<file path="src/rtl/seq_binary_to_bcd.sv">
// Sequential double-dabble binary-to-BCD converter, one operand bit per clock.
// Digits above DIGITS are discarded; any bit lost off the top raises overflow.
module seq_binary_to_bcd #(
    parameter int WIDTH  = 8,
    parameter int DIGITS = 3
) (
    input  logic                  clk,
    input  logic                  rst_n,
    input  logic                  start,
    input  logic [WIDTH-1:0]      data,
    output logic                  busy,
    output logic                  done,
    output logic [4*DIGITS-1:0]   bcd,
    output logic                  overflow
);

    localparam int CW = $clog2(WIDTH + 1);
    localparam int BW = 4 * DIGITS;

    typedef enum logic {IDLE, SHIFT} state_t;

    state_t          state;
    logic [WIDTH-1:0] bin_reg;
    logic [BW-1:0]   work;
    logic            ovf_acc;
    logic [CW-1:0]   cnt;

    logic [BW-1:0]    adj;
    logic [BW-1:0]    next_work;
    logic [WIDTH-1:0] next_bin;
    logic             out_bit;

    always_comb begin
        adj = work;
        for (int i = 0; i < DIGITS; i++) begin
            if (work[4*i +: 4] >= 4'd5)
                adj[4*i +: 4] = work[4*i +: 4] + 4'd3;
        end
        next_work = {adj[BW-2:0], bin_reg[WIDTH-1]};
        next_bin  = {bin_reg[WIDTH-2:0], 1'b0};
        out_bit   = adj[BW-1];
    end

    always_ff @(posedge clk or negedge rst_n) begin
        if (!rst_n) begin
            state    <= IDLE;
            bin_reg  <= '0;
            work     <= '0;
            ovf_acc  <= 1'b0;
            cnt      <= '0;
            busy     <= 1'b0;
            done     <= 1'b0;
            bcd      <= '0;
            overflow <= 1'b0;
        end else begin
            done <= 1'b0;
            unique case (state)
                IDLE: begin
                    if (start) begin
                        bin_reg <= data;
                        work    <= '0;
                        ovf_acc <= 1'b0;
                        cnt     <= CW'(WIDTH);
                        busy    <= 1'b1;
                        state   <= SHIFT;
                    end
                end
                SHIFT: begin
                    work    <= next_work;
                    bin_reg <= next_bin;
                    ovf_acc <= ovf_acc | out_bit;
                    cnt     <= cnt - CW'(1);
                    // Final bit: publish the shifted value, not the stale one.
                    if (cnt == CW'(1)) begin
                        bcd      <= next_work;
                        overflow <= ovf_acc | out_bit;
                        done     <= 1'b1;
                        busy     <= 1'b0;
                        state    <= IDLE;
                    end
                end
            endcase
        end
    end

endmodule

</file>
<file path="config.mk">
export PLATFORM = sky130hd
export DESIGN_NAME = seq_binary_to_bcd
export DESIGN_NICKNAME = d
export VERILOG_FILES = /design/src/rtl/seq_binary_to_bcd.sv
export SDC_FILE = /design/constraint.sdc
export NUM_CORES = 1
export LEC_CHECK = 0
export ABC_AREA = 1
export CORE_MARGIN = 3
export CORE_UTILIZATION = 54
export DETAILED_ROUTE_END_ITERATION = 7
export GPL_ROUTABILITY_DRIVEN = 0
export PLACE_DENSITY = 0.78
export REMOVE_ABC_BUFFERS = 1
export SYNTH_ARGS = -nofsm -noshare
export SYNTH_HDL_FRONTEND = slang
export SYNTH_SLANG_ARGS = --single-unit
</file>
<file path="constraint.sdc">
create_clock -name clk -period 1.78 [get_ports clk]
set_input_delay 0.356 -clock clk [delete_from_list [all_inputs] [get_ports clk]]
set_output_delay 0.356 -clock clk [all_outputs]
set_load 0.05 [all_outputs]
</file>
==> impl_metrics.env <==
export IMPL_diodes=0
export IMPL_cts_sinks=41
export IMPL_port_buffers=25
export IMPL_worstReg2RegStart="work[4]"
export IMPL_cp_start_kind="flip-flop"
export IMPL_status="completed"
export IMPL_start_util=0.577
export IMPL_hold_viol=0
export IMPL_grt_pass1_wl_mm=6.76
export IMPL_syn_cell_area_sq_mm=0.00197
export IMPL_power_uw=4580
export IMPL_clk_latency_ps=350
export IMPL_cp_common_cell="nand2_1"
export IMPL_rrSetupSlack_ps=300
export IMPL_overflow=0
export IMPL_skew_ps=13.7
export IMPL_path_class="flip-flop to flip-flop"
export IMPL_dieWidth_um=66.4
export IMPL_grtUsageTotal=0.201
export IMPL_ys_seq_area_frac=0.521
export IMPL_setup_viol=0
export IMPL_rsz0062_at_grt="false"
export IMPL_cts_buffers=5
export IMPL_slew_viol_final=0
export IMPL_synth_seq_cells=41
export IMPL_rows=21
export IMPL_drc=0
export IMPL_tritoncts="built"
export IMPL_p_leak_uw=0.00118
export IMPL_area_growth_pct=15.1
export IMPL_fmax_mhz=677
export IMPL_die_area_sq_mm=0.00441
export IMPL_grt_pass1_vias=1490
export IMPL_root_buffer="clkbuf_4"
export IMPL_vdd_drop_max_v=0.000979
export IMPL_path_max_fanout=4
export IMPL_path_clk_slew_ps=120
export IMPL_hpwlAfterDp_mm=2.77
export IMPL_post_cts_setup_buffers=0
export IMPL_syn_avg_cell_area_sq_um=8.38
export IMPL_drive_gt1_frac=0.121
export IMPL_wire_per_inst_um=12.5
export IMPL_hp_class="input pin to async pin"
export IMPL_synth_warning_count=0
export IMPL_synth_distinct_cells=23
export IMPL_maxCapViolCount=0
export IMPL_drtAntennaViolNets=0
export IMPL_routed_wl_mm=3.88
export IMPL_relSlewSlack=0.661
export IMPL_worstPathRequired_ps=2070
export IMPL_r2r_end="work[6]"
export IMPL_cp_arrival_ps=1760
export IMPL_grt_max_degree=22
export IMPL_layout_nets=284
export IMPL_fin_crit_sh=0.830
export IMPL_cts_buffer_depth=2
export IMPL_viasPerCell=5.18
export IMPL_min_period_ps=1480
export IMPL_antenna_found_initial=0
export IMPL_crit_path_end_kind="flip-flop"
export IMPL_die_h_um=66.4
export IMPL_max_stage_delay_ps=430
export IMPL_dr_total_vias=1605
export IMPL_slowest_stage="dfrtp_1"
export IMPL_drt_pass1_iter_count=4
export IMPL_core_sq_mm=0.00342
export IMPL_htreeDepth=2
export IMPL_syn_instance_count=235
export IMPL_ff2ff_path_depth=8
export IMPL_path_cells="inv_1 -> ha_1 -> inv_1 -> o21ai_1 -> nand2_1 -> nand2_1 -> nand3_1 -> nand2_1"
export IMPL_tightest_slew_ps=508
export IMPL_drtIter0Drc=187
export IMPL_pwr_density_cell_mw_per_mm2=2020
export IMPL_ios=26
export IMPL_finalSetupTns_ps=0
-- Yosys cell counts --
master     n  share of area
nand3_4    1         0.0089
inv_1     21          0.040
nand3_1   29          0.074
xnor2_1    1         0.0044
buf_4      1         0.0038
buf_2      2         0.0051
o21ai_0   15          0.038
o21ai_1    4          0.010
o22ai_1    4          0.013
inv_4      1         0.0032
nand2_2    1         0.0032
buf_6      2          0.011
o211ai_1   2         0.0076
a21oi_1    1         0.0025
nor2_2     1         0.0032
buf_8      1         0.0076
nor2_1     4         0.0076
dfrtp_1   41           0.52
nand2_1   91           0.17
ha_1       8          0.051
inv_2      2         0.0038
clkinv_4   1         0.0044
nand4_1    1         0.0032
-- cell usage in the layout (no fill, tap or decap) --
cell type / synthesis / layout
nor2_1: 4 / 4
xnor2_1: 1 / 1
nand2_2: 1 / 1
inv_2: 2 / 2
nor2_2: 1 / 1
clkinv_2: 0 / 1
nand2_1: 91 / 91
nand4_1: 1 / 1
o22ai_1: 4 / 4
o211ai_1: 2 / 2
ha_1: 8 / 8
nand3_1: 29 / 29
buf_2: 2 / 1
a21oi_1: 1 / 1
nand3_4: 1 / 1
inv_4: 1 / 1
clkdlybuf4s50_1: 0 / 9
inv_1: 21 / 21
clkinv_4: 1 / 1
buf_12: 0 / 1
buf_4: 1 / 17
o21ai_1: 4 / 4
clkbuf_4: 0 / 5
o21ai_0: 15 / 15
dlygate4sd3_1: 0 / 1
dfrtp_1: 41 / 41
-- critical path: cells and delay by family (launching register included) --
kind / cells / cell delay [ps]
AO/OA/AOI/OAI: 1 / 230
AND/OR/NAND/NOR: 4 / 400
buffers and inverters: 2 / 170
adder cells (fa/ha/maj): 1 / 180
flip-flops: 1 / 430
-- where the power goes --
part	leakage, uW	total (uW)	switching [uW]	internal (uW)
combinational	0.000646	2480	1670	808
clock	0.0000269	429	292	137
sequential	0.000509	1670	309	1360
total	0.00118	4580	2270	2310
-- stage by stage --
stage	cells	utilization	worst slack [ps]	hold slack, ps	area (sq um)
finish	310	0.664	302	488	2270
global route	310	0.664	175	513	2270
CTS	310	0.664	342	495	2270
detailed placement	303	0.648	302	351	2210
global placement	303	0.648	329	354	2210
floorplan	229	-	486	60.4	1910
-- cell families after synthesis --
group	share of synthesized area
flops	0.521
compound gates	0.0711
xor+xnor	0.00445
simple gates	0.273
buf+inv	0.0794
fa+ha+maj	0.0508
-- worst max-delay path by stage --
stage / from / end / slack (ps) / cells after the start
floorplan: state / bin_reg[1] / 490 / 5
detailed placement: start / bin_reg[1] / 300 / 6
finish: work[4] / work[6] / 300 / 8
global placement: start / bin_reg[1] / 330 / 6
CTS: work[4] / work[6] / 340 / 8
global route: work[4] / work[6] / 180 / 8
-- timing repair --
action | CTS | global route
hold buffers | 1 | 0
hold endpoints to repair | 20 | 0
gates resized for setup | 0 | 0
-- layer usage --
metal | part of all wire | track usage | vias to the layer above
met4 | 0.012 | 0.0609 | 0
met5 | 0 | 0 | -
li1 | - | - | 811
met3 | 0.051 | 0.0408 | 7
met1 | 0.46 | 0.276 | 744
met2 | 0.47 | 0.321 | 43
-- final cells by class --
type | count | area (sq um)
multi-input combinational | 163 | 787
sequential | 41 | 1030
inverter | 25 | 101
fill | 309 | 1150
tap | 46 | 57.6
timing repair buffer | 29 | 253
clock inverter | 1 | 5.00
clock buffer | 5 | 37.5
(Power assumes the default switching activity.)
